### src/rtl/claw_rope_controller.sv
// claw_rope_controller: per-frame motion generator for the claw rope.
// Swings the rope angle back and forth, extends the rope on a grab and
// retracts it on a hook, a length limit or when the end point leaves the
// screen. The rope end point is produced relative to a fixed anchor.
//
// Optional feature macro: CLAW_WEIGHT_SLOWDOWN_EN
//   When defined, a hooked load slows the retract speed by its weight
//   (never below 1 pixel per frame). When undefined, load_weight is unused.
module claw_rope_controller #(
  parameter int X_START       = 300,
  parameter int Y_START       = 0,
  parameter int MIN_LEN       = 20,
  parameter int MAX_LEN       = 400,
  parameter int EXTEND_SPEED  = 4,
  parameter int RETRACT_SPEED = 4,
  parameter int SWING_DIV     = 2
) (
  input  logic        clk,
  input  logic        reset,
  input  logic        startOfFrame,
  input  logic        grab_key,
  input  logic        hooked,
  input  logic [2:0]  load_weight,
  output logic [10:0] x_end,
  output logic [10:0] y_end,
  output logic [1:0]  claw_state,
  output logic        grab_done,
  output logic        grab_hooked
);

  typedef enum logic [1:0] {
    SWING   = 2'd0,
    EXTEND  = 2'd1,
    RETRACT = 2'd2
  } state_t;

  localparam int DIV_W = (SWING_DIV > 1) ? $clog2(SWING_DIV) : 1;
  localparam logic [DIV_W-1:0] DIV_LAST = DIV_W'(SWING_DIV - 1);

  localparam logic [8:0] MIN_L = 9'(MIN_LEN);
  localparam logic [8:0] MAX_L = 9'(MAX_LEN);
  localparam logic [8:0] EXT_S = 9'(EXTEND_SPEED);
  localparam logic [8:0] RET_S = 9'(RETRACT_SPEED);

  localparam logic [3:0] IDX_CENTER = 4'd7;
  localparam logic [3:0] IDX_LEFT   = 4'd0;
  localparam logic [3:0] IDX_RIGHT  = 4'd14;

  localparam logic signed [10:0] X0     = 11'(X_START);
  localparam logic signed [10:0] Y0     = 11'(Y_START);
  localparam logic signed [10:0] Y_IDLE = 11'(Y_START + MIN_LEN);

  // Motion state
  state_t           state_q, state_d;
  logic [3:0]       idx_q, idx_d;
  logic             dir_q, dir_d;
  logic [DIV_W-1:0] div_q, div_d;
  logic [8:0]       len_q, len_d;
  logic             hook_q;
  logic             done_d;

  // Position pipeline
  logic signed [10:0] x_q, y_q;
  logic signed [10:0] x_calc, y_calc;
  logic [3:0]         mag;
  logic [7:0]         sin_mag, cos_mag;
  logic [16:0]        prod_x, prod_y;
  logic [9:0]         dx, dy;

  // Helpers for the next-state logic
  logic [3:0] idx_step;
  logic [9:0] len_sum;
  logic [8:0] ext_len;
  logic [8:0] spd;
  logic [9:0] ret_floor;
  logic [8:0] ret_len;
  logic       off_screen;

  assign idx_step   = dir_q ? (idx_q + 4'd1) : (idx_q - 4'd1);
  assign len_sum    = {1'b0, len_q} + {1'b0, EXT_S};
  assign ext_len    = (len_sum >= {1'b0, MAX_L}) ? MAX_L : len_sum[8:0];
  assign ret_floor  = {1'b0, MIN_L} + {1'b0, spd};
  assign ret_len    = ({1'b0, len_q} >= ret_floor) ? (len_q - spd) : MIN_L;
  assign off_screen = (x_q < 11'sd0) || (x_q > 11'sd639) || (y_q > 11'sd479);

`ifdef CLAW_WEIGHT_SLOWDOWN_EN
  // Heavier hooked loads retract more slowly, never below one pixel per frame
  always_comb begin
    spd = RET_S;
    if (hook_q) begin
      if ({6'b0, load_weight} >= RET_S) spd = 9'd1;
      else spd = RET_S - {6'b0, load_weight};
    end
  end
`else
  logic unused_load;
  assign spd         = RET_S;
  assign unused_load = ^load_weight;
`endif

  // Next-state logic: motion only advances on a frame tick
  always_comb begin
    state_d = state_q;
    idx_d   = idx_q;
    dir_d   = dir_q;
    div_d   = div_q;
    len_d   = len_q;
    done_d  = 1'b0;
    if (startOfFrame) begin
      case (state_q)
        SWING: begin
          if (grab_key) begin
            state_d = EXTEND;
          end else if (div_q == DIV_LAST) begin
            div_d = '0;
            idx_d = idx_step;
            if ((idx_step == IDX_LEFT) || (idx_step == IDX_RIGHT)) dir_d = ~dir_q;
          end else begin
            div_d = div_q + 1'b1;
          end
        end
        EXTEND: begin
          if (hook_q || (len_sum >= {1'b0, MAX_L}) || off_screen) begin
            state_d = RETRACT;
            len_d   = ext_len;
          end else begin
            len_d = len_sum[8:0];
          end
        end
        RETRACT: begin
          len_d = ret_len;
          if (ret_len == MIN_L) begin
            state_d = SWING;
            done_d  = 1'b1;
          end
        end
        default: begin
          state_d = SWING;
        end
      endcase
    end
  end

  // Motion state register and the completion pulse
  always_ff @(posedge clk or posedge reset) begin
    if (reset) begin
      state_q     <= SWING;
      idx_q       <= IDX_CENTER;
      dir_q       <= 1'b1;
      div_q       <= '0;
      len_q       <= MIN_L;
      grab_done   <= 1'b0;
      grab_hooked <= 1'b0;
    end else begin
      state_q     <= state_d;
      idx_q       <= idx_d;
      dir_q       <= dir_d;
      div_q       <= div_d;
      len_q       <= len_d;
      grab_done   <= done_d;
      grab_hooked <= done_d & hook_q;
    end
  end

  // Hook latch: armed on any clock while extending, cleared after the done pulse
  always_ff @(posedge clk or posedge reset) begin
    if (reset) begin
      hook_q <= 1'b0;
    end else if (grab_done) begin
      hook_q <= 1'b0;
    end else if (hooked && (state_q == EXTEND)) begin
      hook_q <= 1'b1;
    end
  end

  // Sine/cosine magnitude lookup in 10 degree steps, scaled by 128
  assign mag = (idx_q >= IDX_CENTER) ? (idx_q - IDX_CENTER) : (IDX_CENTER - idx_q);

  always_comb begin
    sin_mag = 8'd0;
    cos_mag = 8'd128;
    case (mag)
      4'd0: begin sin_mag = 8'd0;   cos_mag = 8'd128; end
      4'd1: begin sin_mag = 8'd22;  cos_mag = 8'd126; end
      4'd2: begin sin_mag = 8'd44;  cos_mag = 8'd120; end
      4'd3: begin sin_mag = 8'd64;  cos_mag = 8'd111; end
      4'd4: begin sin_mag = 8'd82;  cos_mag = 8'd98;  end
      4'd5: begin sin_mag = 8'd98;  cos_mag = 8'd82;  end
      4'd6: begin sin_mag = 8'd111; cos_mag = 8'd64;  end
      4'd7: begin sin_mag = 8'd120; cos_mag = 8'd44;  end
      default: begin sin_mag = 8'd0; cos_mag = 8'd128; end
    endcase
  end

  // Unsigned offsets from the anchor; the sign is applied afterwards so the
  // left and right halves of the swing are exact mirrors
  assign prod_x = {8'b0, len_q} * {9'b0, sin_mag};
  assign prod_y = {8'b0, len_q} * {9'b0, cos_mag};
  assign dx     = 10'(prod_x >> 7);
  assign dy     = 10'(prod_y >> 7);

  always_comb begin
    x_calc = X0;
    if (idx_q > IDX_CENTER) x_calc = X0 + $signed({1'b0, dx});
    else                    x_calc = X0 - $signed({1'b0, dx});
    y_calc = Y0 + $signed({1'b0, dy});
  end

  // End point register, one clock behind the motion state
  always_ff @(posedge clk or posedge reset) begin
    if (reset) begin
      x_q <= X0;
      y_q <= Y_IDLE;
    end else begin
      x_q <= x_calc;
      y_q <= y_calc;
    end
  end

  assign x_end      = x_q;
  assign y_end      = y_q;
  assign claw_state = state_q;

endmodule

### config.mk
export PLATFORM = sky130hd
export DESIGN_NAME = claw_rope_controller
export DESIGN_NICKNAME = d
export VERILOG_FILES = /design/src/rtl/claw_rope_controller.sv
export SDC_FILE = /design/constraint.sdc
export NUM_CORES = 1
export LEC_CHECK = 0
export ABC_AREA = 1
export BUFFER_PORTS_ARGS = -buffer_cell sky130_fd_sc_hd__buf_2
export CELL_PAD_IN_SITES_DETAIL_PLACEMENT = 0
export CELL_PAD_IN_SITES_GLOBAL_PLACEMENT = 2
export CORE_MARGIN = 2
export CORE_UTILIZATION = 38
export CTS_CLUSTER_DIAMETER = 150
export CTS_CLUSTER_SIZE = 10
export DETAILED_ROUTE_END_ITERATION = 7
export PLACE_DENSITY = 0.88
export SYNTH_ARGS = -nofsm -noshare
export SYNTH_HDL_FRONTEND = slang
export SYNTH_SLANG_ARGS = --single-unit
### constraint.sdc
create_clock -name clk -period 6.7 [get_ports clk]
set_input_delay 0.67 -clock clk [delete_from_list [all_inputs] [get_ports clk]]
set_output_delay 0.67 -clock clk [all_outputs]
set_load 0.05 [all_outputs]
==> results.cfg, run 1 <==
[outcome]
status = complete, no violations

[routing]
vias_per_cell = 4.91
wl_met1_mm = 8.07
met2WireLength_mm = 7.57
drtIter0Drc = 260
antenna_left = 0
met3WireLength_um = 482
dr.max_layer_used = met4
drt-pass1-iter-count = 4
wl_mm = 16.4
routedWlPerCell_um = 14.0
drc_errors = 0
vias = 5786

[floorplan]
fp-row-count = 49
dieArea_sq_um = 19200
start_util = 0.385
io-pin-count = 34
coreArea_sq_um = 17900
fp.dieH_um = 139
fp.dieW_um = 139

[sta]
max_freq_mhz = 163
finalMaxSlewViolations = 0
min_period_over_period = 0.914
slew_headroom = 0.401
fin_tns_setup_ps = 0
tightest_slew_ps = 898
setup_viol = 0
rsz0062_at_grt = false
skew_ps = 2.93
period_needed_ps = 6130
finalHoldViolCount = 0

[clock_network]
clock-sinks = 41
cts_tree = yes
postCtsHoldBufs = 0
ctsLongestPathBuffers = 2
post_cts_resized = 0
clk_latency_ps = 290
clk_pin_slew_worst_paths_ps = 70
cts_buffers = 5
root_buffer = clkbuf_16
post-cts-setup-buffers = 0
htreeDepth = 2

[final_layout]
fillCellCount = 1915
antenna_cells = 0
nNetsFinal = 1125
syn2layout_area_growth_pct = 8.93
drive_gt1_frac = 0.106

[setup_path]
rr_worst_depth = 30
cp.required_ps = 6880
critPathMaxFanout = 9
start_kind = flip-flop
path_common_cell = nand2_1
critPathCaptureType = flip-flop
worstSetupPathType = flip-flop to flip-flop
cp.arrival_ps = 6300
slowest_stage = dfstp_2
critPathMaxStageDelay_ps = 650

[placed_design]
dp_hpwl_mm = 13.5
io_buffers = 29
routabilityCongestion = 0.802

[global_routing]
grt_max_degree = 42
track_usage = 0.177
antenna_found_initial = 0
grt_pass1_vias = 5728
grt_pass1_wl_mm = 28.2
grt_overflow = 0

[synthesis]
synth_most_common_cell = inv_1
synth_area_sq_um = 6890
ys.flop_type = dfrtp_1
ys_ff_latch = 41
async_flop_share = 1.00
ys_seq_area_frac = 0.151
synth.distinct_cells = 43
synth_edf_count = 0
synthCells = 917
synth_area_leaders = fa_1, ha_1, dfrtp_1
synth.top_cell.area_share = 0.221
syn-num-nets = 1094
synth_top_area_cell = fa_1
syn_avg_cell_area_sq_um = 7.52
yosys_warnings = 0
yosys-top-cells-count = inv_1, nand2_1, nor2_1, ha_1, fa_1

[min_path]
hold_path_class = flip-flop to flip-flop
hold_path_depth = 1

[job]
cap_violations = 0
[metrics by stage]
step / utilization / std cells / setup slack (ps) / cell area (sq um) / hold WS, ps
2_1_floorplan: - / 917 / 997 / 6890 / 502
3_3_place_gp: 0.411 / 1170 / 460 / 7350 / 409
3_5_place_dp: 0.411 / 1170 / 475 / 7350 / 420
4_1_cts: 0.419 / 1178 / 452 / 7500 / 431
5_1_grt: 0.419 / 1178 / 18.2 / 7510 / 442
6_report: 0.419 / 1178 / 573 / 7510 / 426
[cells by family (layout without fill, tap and decap cells)]
kind of cell,after synthesis,after routing,share of synthesized area
AOI/OAI and AO/OA,93,93,0.0781
xor gates and xnor gates,30,30,0.0381
adders and majority gates,169,169,0.390
buffers and inverters,197,229,0.108
DFF,41,41,0.151
other,1,1,0.000544
and+or+nand+nor,386,386,0.235
[per-layer routing]
metal,track usage,vias up
met3,0.0128,19
li1,-,2897
met5,0,-
met2,0.292,77
met1,0.255,2793
met4,0.0425,0
[worst paths after layout]
path,startpoint,end,slack [ps]
max in group asynchronous,reset,y_end[6],5570
min in group asynchronous,reset,claw_state[0],570
setup reg to reg,idx_q[0],x_end[9],570
setup / recovery,idx_q[0],x_end[9],570
hold reg to reg,grab_done,hook_q,430
hold / removal,grab_done,hook_q,430
[registers in the layout, indices dropped and copies added (netlist names)]
register,flops
claw_state,2
dir_q,1
div_q,1
grab_done,1
grab_hooked,1
hook_q,1
idx_q,4
len_q,9
x_end,11
y_end,10
[critical path: cells and delay by family, from the launching register on]
family          cells  cell delay (ps)
fa+ha+maj           7             2690
buf+inv             5              450
simple gates       13             1270
compound gates      5              920
flops               1              650
[cell type report]
cell class,instances,area (sq um),share of cell area
clock buffers,5,125,0.0167
clock inverters,3,21.3,0.00283
inverters,178,668,0.0890
multi-input cells,679,5110,0.681
flip-flops and latches,41,1040,0.139
well taps,229,287,0.0382
repair buffers,43,250,0.0333
[cell usage in the layout, fill, tap and decap left out, types with 2 or more instances in the layout]
cell / instances
a21oi_1: 39
buf_2: 29
buf_4: 14
clkbuf_16: 5
dfrtp_1: 29
dfstp_2: 12
fa_1: 76
ha_1: 93
inv_1: 167
inv_2: 10
nand2_1: 153
nand2_2: 16
nand3_1: 36
nand3b_1: 3
nand4_1: 11
nor2_1: 146
nor2_2: 3
nor3_1: 11
nor4_1: 3
o21a_1: 2
o21ai_0: 27
o21ai_1: 6
o21bai_1: 3
o221ai_1: 3
or2_2: 2
xnor2_1: 5
xor2_1: 25
Power of run 1 is not shown: default switching activity piles up to over one toggle a cycle in this logic, so the estimate is an artifact.
==> run 2, diff against run 1 <==
--- a/config.mk
+++ b/config.mk
@@ -6,7 +6,7 @@
 export NUM_CORES = 1
 export LEC_CHECK = 0
 export ABC_AREA = 1
-export BUFFER_PORTS_ARGS = -buffer_cell sky130_fd_sc_hd__buf_2
+export BUFFER_PORTS_ARGS = -buffer_cell sky130_fd_sc_hd__buf_4
 export CELL_PAD_IN_SITES_DETAIL_PLACEMENT = 0
 export CELL_PAD_IN_SITES_GLOBAL_PLACEMENT = 2
 export CORE_MARGIN = 2
==> results.cfg, run 2 (synthesized netlist as in run 1, its figures left out) <==
[outcome]
status = complete, no violations

[clock_network]
root_buffer = clkbuf_16
cts_buffers = 5
clk_pin_slew_worst_paths_ps = 70
clk_latency_ps = 290
ctsLongestPathBuffers = 2
post-cts-setup-buffers = 0
clock-sinks = 41
htreeDepth = 2
cts_tree = yes

[job]
cap_violations = 0

[sta]
rsz0062_at_grt = false
setup_viol = 0
tightest_slew_ps = 911
period_needed_ps = 6130
max_freq_mhz = 163
finalMaxSlewViolations = 0
finalHoldViolCount = 0
min_period_over_period = 0.915
skew_ps = 5.07
fin_tns_setup_ps = 0
slew_headroom = 0.392

[final_layout]
layout_common_cells = inv_1, nand2_1, nor2_1
nNetsFinal = 1125
final_common_cell = inv_1
regArea_sq_um = 1040
drive_gt1_frac = 0.103
multi_input_area_sq_um = 5110
fillCellCount = 1886
syn2layout_area_growth_pct = 10.2
largest_reg_flops = 11
antenna_cells = 0

[global_routing]
track_usage = 0.176
grt_pass1_vias = 5616
grt_pass1_wl_mm = 27.9
grt_overflow = 0
grt_max_degree = 42
antenna_found_initial = 0

[floorplan]
fp.dieW_um = 139
fp-row-count = 49
start_util = 0.385
coreArea_sq_um = 17900
fp.dieH_um = 139
io-pin-count = 34
dieArea_sq_um = 19200

[setup_path]
path_common_cell = nand2_1
critPathBufInv = 6
cp.required_ps = 6880
worstSetupPathType = flip-flop to flip-flop
start_kind = flip-flop
critPathMaxFanout = 9
critPathCaptureType = flip-flop
critical_path.top_delay_family = adder cells
slowest_stage = dfstp_2
cp.arrival_ps = 6310
critPathMaxStageDelay_ps = 650

[routing]
vias = 5673
drt-pass1-iter-count = 4
antenna_left = 0
drtIter0Drc = 222
vias_per_cell = 4.82
wl_mm = 16.4
wl_met1_mm = 8.16
met2WireLength_mm = 7.62
routedWlPerCell_um = 13.9
drc_errors = 0
dr.max_layer_used = met4
met3WireLength_um = 347

[placed_design]
io_buffers = 29
dp_hpwl_mm = 13.6
routabilityCongestion = 0.815

[min_path]
hold_path_class = flip-flop to flip-flop
run 2: worst paths after layout:
check	start	end	slack, ps	depth (start not counted)
max	idx_q[0]	x_end[10]	570	34
min	grab_done	hook_q	420	1
max reg2reg	idx_q[0]	x_end[10]	570	34
min reg2reg	grab_done	hook_q	420	1
max in group asynchronous	reset	y_end[9]	5540	2
min in group asynchronous	reset	claw_state[0]	590	2
run 2: per-stage QoR:
step	area, sq um	setup slack, ps	utilization	instances	hold WS (ps)
finish	7590	569	0.424	1178	424
global route	7590	18.7	0.424	1178	439
CTS	7590	474	0.424	1178	427
detailed placement	7420	516	0.415	1170	417
global placement	7420	474	0.415	1170	419
floorplan	6890	997	-	917	502
run 2: layer usage:
metal  vias to the layer above  GRT usage
met5                         -          0
met4                         0     0.0399
met3                        12     0.0135
met2                        62      0.293
met1                      2697      0.253
li1                       2902          -
run 2: cell type report:
class | instances | share of cell area
flip-flops and latches | 41 | 0.137
multi-input cells | 679 | 0.673
clock buffers | 6 | 0.0170
well taps | 229 | 0.0377
inverters | 178 | 0.0880
repair buffers | 43 | 0.0425
clock inverters | 2 | 0.00511
run 2: worst reg2reg max path: cells and delay by family (launching register included):
kind / cells / cell delay [ps]
compound gates: 2 / 340
buf+inv: 6 / 420
flops: 1 / 650
simple gates: 18 / 1520
fa+ha+maj: 8 / 3080
run 2: what timing repair did:
action                                  CTS  global route
endpoints found under the setup margin    0             4
hold buffers                              0             0
resized for setup                         0             4
Power of run 2 is left out for the same reason.
